--- src/rtl/mem_port_arbiter_if.sv ---
// mem_port_arbiter_if
//   Bundles the three buses around the shared memory arbiter:
//     fetch port : if_req, if_addr -> if_rdata, if_valid, if_stall
//     data port  : d_req, d_we, d_addr, d_wdata -> d_rdata, d_valid, d_stall
//     memory     : m_req, m_we, m_addr, m_wdata -> m_rdata, m_ready
//   modport slave  : the arbiter side
//   modport master : the pipeline + memory side (requesters and memory model)
interface mem_port_arbiter_if #(
  parameter int ADDR_W = 32,
  parameter int DATA_W = 32
);
  logic              if_req;
  logic [ADDR_W-1:0] if_addr;
  logic [DATA_W-1:0] if_rdata;
  logic              if_valid;
  logic              if_stall;

  logic              d_req;
  logic              d_we;
  logic [ADDR_W-1:0] d_addr;
  logic [DATA_W-1:0] d_wdata;
  logic [DATA_W-1:0] d_rdata;
  logic              d_valid;
  logic              d_stall;

  logic              m_req;
  logic              m_we;
  logic [ADDR_W-1:0] m_addr;
  logic [DATA_W-1:0] m_wdata;
  logic [DATA_W-1:0] m_rdata;
  logic              m_ready;

  modport slave (
    input  if_req, if_addr, d_req, d_we, d_addr, d_wdata, m_rdata, m_ready,
    output if_rdata, if_valid, if_stall, d_rdata, d_valid, d_stall,
           m_req, m_we, m_addr, m_wdata
  );

  modport master (
    output if_req, if_addr, d_req, d_we, d_addr, d_wdata, m_rdata, m_ready,
    input  if_rdata, if_valid, if_stall, d_rdata, d_valid, d_stall,
           m_req, m_we, m_addr, m_wdata
  );
endinterface

--- src/rtl/mem_port_arbiter.sv ---
// mem_port_arbiter
//   Shares one single-ported memory between the IF fetch port and the MEM
//   data port. Data normally wins; a starvation counter forces a fetch grant
//   after STARVE_LIMIT consecutive data grants made while a fetch waited.
//   Ports:
//     clk, rst_n  : clock, asynchronous active-low reset
//     bus (slave) : fetch port, data port and memory port signals
//   Optional: define ARB_PERF_CNT_EN to add if_stall_cnt / d_stall_cnt,
//   32-bit saturating counts of cycles each stall output was high.
//
//   state  | meaning
//   IDLE   | arbitrate; on a grant, latch the memory command
//   BUSY_I | fetch access outstanding, waiting for m_ready
//   BUSY_D | data access outstanding, waiting for m_ready
//   RESP   | one-cycle valid pulse, no arbitration
module mem_port_arbiter #(
  parameter int ADDR_W       = 32,
  parameter int DATA_W       = 32,
  parameter int STARVE_LIMIT = 4
) (
  input  logic clk,
  input  logic rst_n,
  mem_port_arbiter_if.slave bus
`ifdef ARB_PERF_CNT_EN
  ,
  output logic [31:0] if_stall_cnt,
  output logic [31:0] d_stall_cnt
`endif
);

  localparam logic [3:0] LIMIT = 4'(STARVE_LIMIT);

  typedef enum logic [1:0] {IDLE, BUSY_I, BUSY_D, RESP} state_t;

  state_t     state, state_nxt;
  logic       grant_i, grant_d, done;
  logic [3:0] starve_cnt;

  always_ff @(posedge clk or negedge rst_n) begin
    if (!rst_n) state <= IDLE;
    else        state <= state_nxt;
  end

  always_comb begin
    state_nxt = state;
    grant_i   = 1'b0;
    grant_d   = 1'b0;
    done      = 1'b0;
    case (state)
      IDLE: begin
        // data wins a tie unless the fetch port has waited out its limit
        grant_d = bus.d_req && !(bus.if_req && starve_cnt == LIMIT);
        grant_i = bus.if_req && !grant_d;
        if (grant_d)      state_nxt = BUSY_D;
        else if (grant_i) state_nxt = BUSY_I;
      end
      BUSY_I, BUSY_D: begin
        if (bus.m_ready) begin
          done      = 1'b1;
          state_nxt = RESP;
        end
      end
      RESP:    state_nxt = IDLE;
      default: state_nxt = IDLE;
    endcase
  end

  always_ff @(posedge clk or negedge rst_n) begin
    if (!rst_n) begin
      bus.m_req    <= 1'b0;
      bus.m_we     <= 1'b0;
      bus.m_addr   <= {ADDR_W{1'b0}};
      bus.m_wdata  <= {DATA_W{1'b0}};
      bus.if_rdata <= {DATA_W{1'b0}};
      bus.d_rdata  <= {DATA_W{1'b0}};
      bus.if_valid <= 1'b0;
      bus.d_valid  <= 1'b0;
      starve_cnt   <= 4'd0;
    end else begin
      bus.if_valid <= 1'b0;
      bus.d_valid  <= 1'b0;
      if (grant_d) begin
        bus.m_req   <= 1'b1;
        bus.m_we    <= bus.d_we;
        bus.m_addr  <= bus.d_addr;
        bus.m_wdata <= bus.d_wdata;
      end else if (grant_i) begin
        bus.m_req   <= 1'b1;
        bus.m_we    <= 1'b0;
        bus.m_addr  <= bus.if_addr;
        bus.m_wdata <= {DATA_W{1'b0}};
      end
      if (done) begin
        bus.m_req <= 1'b0;
        if (state == BUSY_I) begin
          bus.if_rdata <= bus.m_rdata;
          bus.if_valid <= 1'b1;
        end else begin
          // stores leave the load data register untouched
          if (!bus.m_we) bus.d_rdata <= bus.m_rdata;
          bus.d_valid <= 1'b1;
        end
      end
      if (state == IDLE) begin
        if (grant_i || !bus.if_req)
          starve_cnt <= 4'd0;
        else if (grant_d && starve_cnt != LIMIT)
          starve_cnt <= starve_cnt + 4'd1;
      end
    end
  end

  assign bus.if_stall = bus.if_req & ~bus.if_valid;
  assign bus.d_stall  = bus.d_req  & ~bus.d_valid;

`ifdef ARB_PERF_CNT_EN
  always_ff @(posedge clk or negedge rst_n) begin
    if (!rst_n) begin
      if_stall_cnt <= 32'd0;
      d_stall_cnt  <= 32'd0;
    end else begin
      if (bus.if_stall && if_stall_cnt != 32'hFFFF_FFFF) if_stall_cnt <= if_stall_cnt + 32'd1;
      if (bus.d_stall  && d_stall_cnt  != 32'hFFFF_FFFF) d_stall_cnt  <= d_stall_cnt + 32'd1;
    end
  end
`endif

endmodule

--- src/flat_wrapper.sv ---
// flat-port wrapper written by rule: the top's interface ports become plain ports
module mem_port_arbiter_flat 
#(
  parameter int ADDR_W       = 32,
  parameter int DATA_W       = 32,
  parameter int STARVE_LIMIT = 4
)
  (clk, rst_n, bus_if_req, bus_if_addr, bus_d_req, bus_d_we, bus_d_addr, bus_d_wdata, bus_m_rdata, bus_m_ready, bus_if_rdata, bus_if_valid, bus_if_stall, bus_d_rdata, bus_d_valid, bus_d_stall, bus_m_req, bus_m_we, bus_m_addr, bus_m_wdata);
  mem_port_arbiter_if #(.ADDR_W(ADDR_W), .DATA_W(DATA_W)) bus_i ();
  input  logic clk;
  input  logic rst_n;
  input wire logic [$bits(bus_i.if_req)-1:0] bus_if_req;
  input wire logic [$bits(bus_i.if_addr)-1:0] bus_if_addr;
  input wire logic [$bits(bus_i.d_req)-1:0] bus_d_req;
  input wire logic [$bits(bus_i.d_we)-1:0] bus_d_we;
  input wire logic [$bits(bus_i.d_addr)-1:0] bus_d_addr;
  input wire logic [$bits(bus_i.d_wdata)-1:0] bus_d_wdata;
  input wire logic [$bits(bus_i.m_rdata)-1:0] bus_m_rdata;
  input wire logic [$bits(bus_i.m_ready)-1:0] bus_m_ready;
  output wire logic [$bits(bus_i.if_rdata)-1:0] bus_if_rdata;
  output wire logic [$bits(bus_i.if_valid)-1:0] bus_if_valid;
  output wire logic [$bits(bus_i.if_stall)-1:0] bus_if_stall;
  output wire logic [$bits(bus_i.d_rdata)-1:0] bus_d_rdata;
  output wire logic [$bits(bus_i.d_valid)-1:0] bus_d_valid;
  output wire logic [$bits(bus_i.d_stall)-1:0] bus_d_stall;
  output wire logic [$bits(bus_i.m_req)-1:0] bus_m_req;
  output wire logic [$bits(bus_i.m_we)-1:0] bus_m_we;
  output wire logic [$bits(bus_i.m_addr)-1:0] bus_m_addr;
  output wire logic [$bits(bus_i.m_wdata)-1:0] bus_m_wdata;
  assign bus_i.if_req = bus_if_req;
  assign bus_i.if_addr = bus_if_addr;
  assign bus_i.d_req = bus_d_req;
  assign bus_i.d_we = bus_d_we;
  assign bus_i.d_addr = bus_d_addr;
  assign bus_i.d_wdata = bus_d_wdata;
  assign bus_i.m_rdata = bus_m_rdata;
  assign bus_i.m_ready = bus_m_ready;
  assign bus_if_rdata = bus_i.if_rdata;
  assign bus_if_valid = bus_i.if_valid;
  assign bus_if_stall = bus_i.if_stall;
  assign bus_d_rdata = bus_i.d_rdata;
  assign bus_d_valid = bus_i.d_valid;
  assign bus_d_stall = bus_i.d_stall;
  assign bus_m_req = bus_i.m_req;
  assign bus_m_we = bus_i.m_we;
  assign bus_m_addr = bus_i.m_addr;
  assign bus_m_wdata = bus_i.m_wdata;
  mem_port_arbiter #(.ADDR_W(ADDR_W), .DATA_W(DATA_W), .STARVE_LIMIT(STARVE_LIMIT)) u_core (.clk(clk), .rst_n(rst_n), .bus(bus_i));
endmodule
--- config.mk ---
export PLATFORM = sky130hd
export DESIGN_NAME = mem_port_arbiter_flat
export DESIGN_NICKNAME = d
export VERILOG_FILES = /design/src/rtl/mem_port_arbiter_if.sv /design/src/rtl/mem_port_arbiter.sv /design/src/flat_wrapper.sv
export SDC_FILE = /design/constraint.sdc
export NUM_CORES = 1
export LEC_CHECK = 0
export BUFFER_PORTS_ARGS = -buffer_cell sky130_fd_sc_hd__buf_4
export CAP_MARGIN = 20
export CORE_UTILIZATION = 47
export CTS_CLUSTER_SIZE = 40
export DETAILED_ROUTE_END_ITERATION = 16
export HOLD_SLACK_MARGIN = 0.15
export MAX_ROUTING_LAYER = met4
export PLACE_DENSITY_LB_ADDON = 0.12
export SYNTH_ARGS = -nofsm -noshare
export SYNTH_HDL_FRONTEND = slang
export SYNTH_SLANG_ARGS = --single-unit
--- constraint.sdc ---
create_clock -name clk -period 1.91 [get_ports clk]
set_input_delay 0.191 -clock clk [delete_from_list [all_inputs] [get_ports clk]]
set_output_delay 0.191 -clock clk [all_outputs]
set_load 0.03 [all_outputs]
==> results of run 1 <==
[cell type report]
cell class                      instances  area (sq um)  area share
Clock inverter                          4          70.1     0.00702
Sequential cell                       138          3450       0.346
Tap cell                              147           184      0.0184
Timing Repair Buffer                  420          3630       0.364
Inverter                                5          18.8     0.00188
Clock buffer                           24           462      0.0463
Multi-Input combinational cell        267          2160       0.217
[what timing repair did]
| action | in CTS | in global routing |
|---|---|---|
| buffers inserted | 0 | 1 |
| hold buffers | 133 | 0 |
| resized for setup | 0 | 1 |
| endpoints found under the hold margin | 233 | 0 |
| setup endpoints to repair | 0 | 1 |
[worst min-delay path by stage]
stage	startpoint	end
3_3_place_gp	rst_n	u_core.bus.if_rdata[24]
6_report	rst_n	u_core.bus.if_rdata[24]
3_5_place_dp	rst_n	u_core.bus.m_wdata[10]
4_1_cts	rst_n	u_core.bus.m_wdata[10]
2_1_floorplan	rst_n	u_core.bus.d_rdata[0]
5_1_grt	rst_n	u_core.bus.if_rdata[24]
[cell usage after synthesis, types with 2 or more instances]
cell type / number
o2bb2ai_1: 2
o211ai_2: 32
o31ai_1: 2
nor2b_1: 5
buf_2: 8
mux2_1: 2
nand3_1: 34
o21ai_0: 3
nand2b_1: 2
buf_4: 3
ha_1: 4
inv_1: 5
a22o_1: 33
mux2_2: 63
buf_6: 7
clkbuf_1: 14
dfrtp_1: 138
nand2_1: 68
o21a_1: 2
[sequential cells by signal, summed over array words and instances (netlist names)]
| name | count |
|---|---|
| u_core.bus.d_rdata | 32 |
| u_core.bus.if_rdata | 32 |
| u_core.bus.m_req | 1 |
| u_core.bus.m_wdata | 32 |
| u_core.state | 2 |
| u_core.bus.d_valid | 1 |
| u_core.bus.m_addr | 32 |
| u_core.bus.m_we | 1 |
| u_core.bus.if_valid | 1 |
| u_core.starve_cnt | 4 |
[where the power goes]
group | leakage [uW] | switching, uW | internal [uW] | total, uW
Sequential | 0.00168 | 844 | 4350 | 5200
Clock | 0.000260 | 1120 | 1920 | 3040
Combinational | 0.00287 | 5520 | 4040 | 9570
[stage by stage]
step	setup TNS (ns)	instance area, sq um	std cells	setup slack (ns)
floorplan	0	5800	442	0.183
global placement	0	8020	840	0.156
detailed placement	0	8020	840	0.0775
CTS	0	9880	1001	0.0673
global route	-0.00319	9980	1005	-0.00200
finish	0	9980	1005	0.0453
[per-layer routing]
metal  part of all wire  track usage  up-vias
li1                   -            -     2394
met1               0.38        0.355     2668
met2               0.51        0.527      286
met3              0.065       0.0782       70
met4              0.043        0.175        0
met5                  0            -        -
[logic make-up (layout without fill, tap and decap cells)]
family,Yosys count,count (layout),synth area share
AOI/OAI and AO/OA,80,80,0.138
adders and majority gates,4,4,0.00863
buffers and inverters,37,453,0.0367
DFF,138,138,0.596
muxes,65,65,0.126
and+or+nand+nor,118,118,0.0949
==> impl_results.md, run 1 <==
* Worst Clk Skew at between 0.007 and 0.008 ns
* Initial antenna violation count at 0
* Area contributors post-synth: dfrtp_1 60%, mux2_2 12%, o211ai_2 6.9%
* Startpoint Class: register
* Final Critical Period at approximately 1.9 ns
* GRT overflow at 0
* Nets at 987
* Core ar. at 12000 sq um
* Clock root buffer: clkbuf_16
* Largest fanout on the critical path at 8
* Clk sink count at approximately 140
* Synth-to-Final Area Change at 72.1%
* Yosys Warn Count at 0
* Largest net degree at the start of global routing at between 50 and 60
* Leading cell type in the layout, fill and taps excluded: buf_4
* DR iter-0 viols at approximately 330
* # IOs at 268
* Final setup vio count at 0
* Top-area cell type share of the netlist area at 0.596
* WP data required at roughly 2.2 ns
* Worst vdd ir at ~1.2 mV
* Crit. End Element: register
* HPWL after DPL at ~11000 microns
* Post-synthesis net count at just under 600
* Final slew viol count at 0
* Die Y at 113 microns
* Die area at around 13000 sq um
* Synthesized area at ~5800 sq um
* Worst EP arrival at ~2.2 ns
* CTS tree: built
* Vias in the first global route at 5836
* Pwr Density at around 1800 nW/um^2
* Crit path max-delay cell type: dfrtp_1
* Largest stage delay, worst path at 0.37 ns
* Worst skew pair latency at just over 0.4 ns
* Drt first pass iters at 4
* R2R setup slack at between 0.04 and 0.05 ns
* Row cnt at 40
* Slew Limit Headroom at 0.657
* Syn_area_per_cell at 13.1 sq um
* Vias per Instance at 5.39
* GRT Overall Usage at 0.318
* Clk buf depth at 2
* MaxCap Viol Count at 0
* Max frequency at approximately 0.54 GHz
* Setup crit start: u_core.state[1]
* Final hold violation count at 0
* Crit path depth at 7
* Crit path kind: register to register
* Worst-margin pin slew at 0.515 ns
* First-pass GRT wire length at about 30000 microns
* Top_reg_cell synth: dfrtp_1
* Num CTS Buffers at 17
* Status: completed
* Initial Util at 0.483
* Total power at approximately 18000 uW
* Utilization after layout at 0.831
* Reg2Reg Depth at 7
* Drt total wl at between 15000 and 20000 microns
* Register area share after synthesis at 0.596
* CP cell instances: inv_1, ha_4, nand2_1, nor3_4, buf_12, clkbuf_16, mux2_2
* Critical Path Sink: u_core.bus.d_rdata[19]
* Worst-path clk slew at about 0.050 ns
* FF-to-FF Start: u_core.state[1]
* Number of synthesized register bits at 138
* Async SR Flop Fraction at 1.00
* H-Tree Level Count at 4
* DRC viols at 0
* Layout cells sized above 1 at 0.479
* DR WL/cell at about 20 microns
* CP top delay family: buffers and inverters
* Tcrit/Tclk final at 0.976
* Port Buffer Count at ~270
* Worst R2R End: u_core.bus.d_rdata[19]
* WHS at slightly above 0.3 ns
* Filler cell count at approximately 630
* Yosys top cell by area: dfrtp_1
* Final ANT Viol Nets at 0
* Lkg Pwr at 0.00482 uW
* Number of synthesized flops with an enable pin at 0
* Routed vias at 5418
* Most frequent cells in the layout: 275 x buf_4, 138 x dfrtp_1, 133 x dlygate4sd3_1
* Number of antenna diodes at 0
* HP Class: input pin to asynchronous set/reset pin
* Die width at ~110 microns
* CP bufs+invs at 3
* Cell count after synthesis at about 440
* Netlist cell types at 34
* Placer congestion estimate at approximately 0.80
(Power assumes the default switching activity.)
==> run 2: changes to the inputs <==
==> constraint.sdc (replaced) <==
create_clock -name clk -period 1.8 [get_ports clk]
set_input_delay 0.18 -clock clk [delete_from_list [all_inputs] [get_ports clk]]
set_output_delay 0.18 -clock clk [all_outputs]
set_load 0.03 [all_outputs]
==> impl_results.md, run 2 (synthesis results as in run 1) <==
* Total negative slack at 0 ns
* Tcrit/Tclk final at 0.979
* Port Buffer Count at ~270
* Final Critical Period at 1.76 ns
* Crit path max-delay cell type: dfrtp_1
* CP cell instances: inv_1, ha_4, nand2_2, nor3_4, buf_6, clkbuf_16, mux2_2
* DRC viols at 0
* Top sig layer: met4
* Dpl cell area at 8000 sq um
* Clock root buffer: clkbuf_16
* CP bufs+invs at 3
* # IOs at 268
* Largest stage delay, worst path at about 0.35 ns
* CTS tree: built
* Utilization after layout at 0.839
* Vias per Instance at roughly 5.4
* Metal-1 WL at 7660 microns
* Leading cell type in the layout, fill and taps excluded: buf_4
* Die width at about 110 microns
* Crit. End Element: register
* Worst Clk Skew at around 0.0046 ns
* Num CTS Buffers at 17
* WP data required at between 2 and 2.5 ns
* Pwr Density at a little under 2000 nW/um^2
* GRT overflow at 0
* Routed length on met2 at between 9000 and 10000 microns
* Core ar. at 12000 sq um
* Place WS at around 0.055 ns
* Nets at between 900 and 1000
* HP Class: input pin to asynchronous set/reset pin
* Worst-margin pin slew at just over 0.4 ns
* Final hold violation count at 0
* Layout cells sized above 1 at 0.490
* FF-to-FF Start: u_core.state[0]
* First-pass GRT wire length at 30100 microns
* Crit path kind: register to register
* Most frequent cells in the layout: 276 x buf_4, 138 x dfrtp_1, 134 x dlygate4sd3_1
* Largest net degree at the start of global routing at 66
* H-Tree Level Count at 4
* Initial Util at 0.483
* WL met3 at around 1400 microns
* Placer congestion estimate at ~0.8
* Drt total wl at a little under 20000 microns
* DR iter-0 viols at roughly 430
* WHS at between 0.2 and 0.25 ns
* Max frequency at ~0.57 GHz
* Die Y at ~110 microns
* Number of antenna diodes at 0
* HPWL after DPL at ~11000 microns
* Row cnt at 40
* Clk buf depth at 2
* Worst EP arrival at between 2 and 2.5 ns
* Synth-to-Final Area Change at 73.9%
* Die area at 12800 sq um
* Clk sink count at around 140
* Status: completed
* Design area at just over 10000 sq um
* Final worst slack at ~0.038 ns
* Final setup vio count at 0
* Worst vdd ir at ~1.8 mV
* Worst skew pair latency at between 0.4 and 0.5 ns
* Final slew viol count at 0
* Initial antenna violation count at 0
* Routed vias at around 5400
* Slew Limit Headroom at 0.728
* Largest fanout on the critical path at 8
* DR WL/cell at 19.6 microns
* Final ANT Viol Nets at 0
* Lkg Pwr at 0.00487 uW
* CP top delay family: buffers and inverters
* Worst-path clk slew at roughly 0.06 ns
* Startpoint Class: register
* GRT Overall Usage at 0.320
* Drt first pass iters at 6
* Setup crit start: u_core.state[0]
* MaxCap Viol Count at 0
* Vias in the first global route at approximately 5800
* Filler cell count at between 600 and 700
## run 2: cell types whose count changed in the layout (fill, tap and decap cells not counted), moves of 2 or more
cell	previous run	this run
buf_6	2	4
clkbuf_1	6	2
clkinv_2	2	0
clkbuf_8	1	9
clkinvlp_4	0	2
buf_12	8	6
## run 2: final timing paths
kind                                            to  slack (ns)  cells after the start
setup / recovery            u_core.bus.d_rdata[26]        0.04                      7
hold / removal             u_core.bus.if_rdata[24]        0.22                      2
setup reg to reg            u_core.bus.d_rdata[26]        0.04                      7
hold reg to reg               u_core.bus.m_addr[1]        0.48                      2
max in group asynchronous    u_core.bus.m_addr[15]        0.84                      3
min in group clk              u_core.bus.m_addr[1]        0.48                      2
## run 2: where the power goes
group | total [uW] | leakage, uW | switching, uW | internal, uW
sequential | 5500 | 0.00168 | 881 | 4620
clock | 3650 | 0.000305 | 1280 | 2370
combinational | 10200 | 0.00288 | 5890 | 4360
total | 19400 | 0.00487 | 8050 | 11400
## run 2: repair_timing
action / in CTS / in global routing
resized for setup: 0 / 6
endpoints found under the setup margin: 0 / 33
endpoints found under the hold margin: 269 / 0
hold buffers: 134 / 0
buffers inserted: 0 / 3
## run 2: area by class of cell
| type | count | area [sq um] | area share |
|---|---|---|---|
| inverter | 5 | 18.8 | 0.00186 |
| sequential | 138 | 3450 | 0.342 |
| multi-input combinational | 267 | 2170 | 0.215 |
| clock buffer | 28 | 557 | 0.0552 |
| timing repair buffer | 422 | 3630 | 0.360 |
| clock inverter | 4 | 75.1 | 0.00745 |
| tap | 147 | 184 | 0.0182 |
## run 2: stage by stage
step	instances	power [uW]
after floorplan	442	11400
after global placement	839	14800
after detailed placement	839	15000
after CTS	1005	19000
after global routing	1011	20200
final	1011	19400
## run 2: worst register-to-register path, delay by kind of cell (launching register included)
family	cells	cell delay, ns
buf+inv	3	0.38
flops	1	0.35
mux	1	0.34
simple gates	2	0.29
fa+ha+maj	1	0.28
## run 2: per-layer routing
layer  GRT usage  up-vias
li1            -     2406
met1       0.370     2681
met2       0.519      289
met3      0.0905       72
met4       0.143        0
met5           -        -
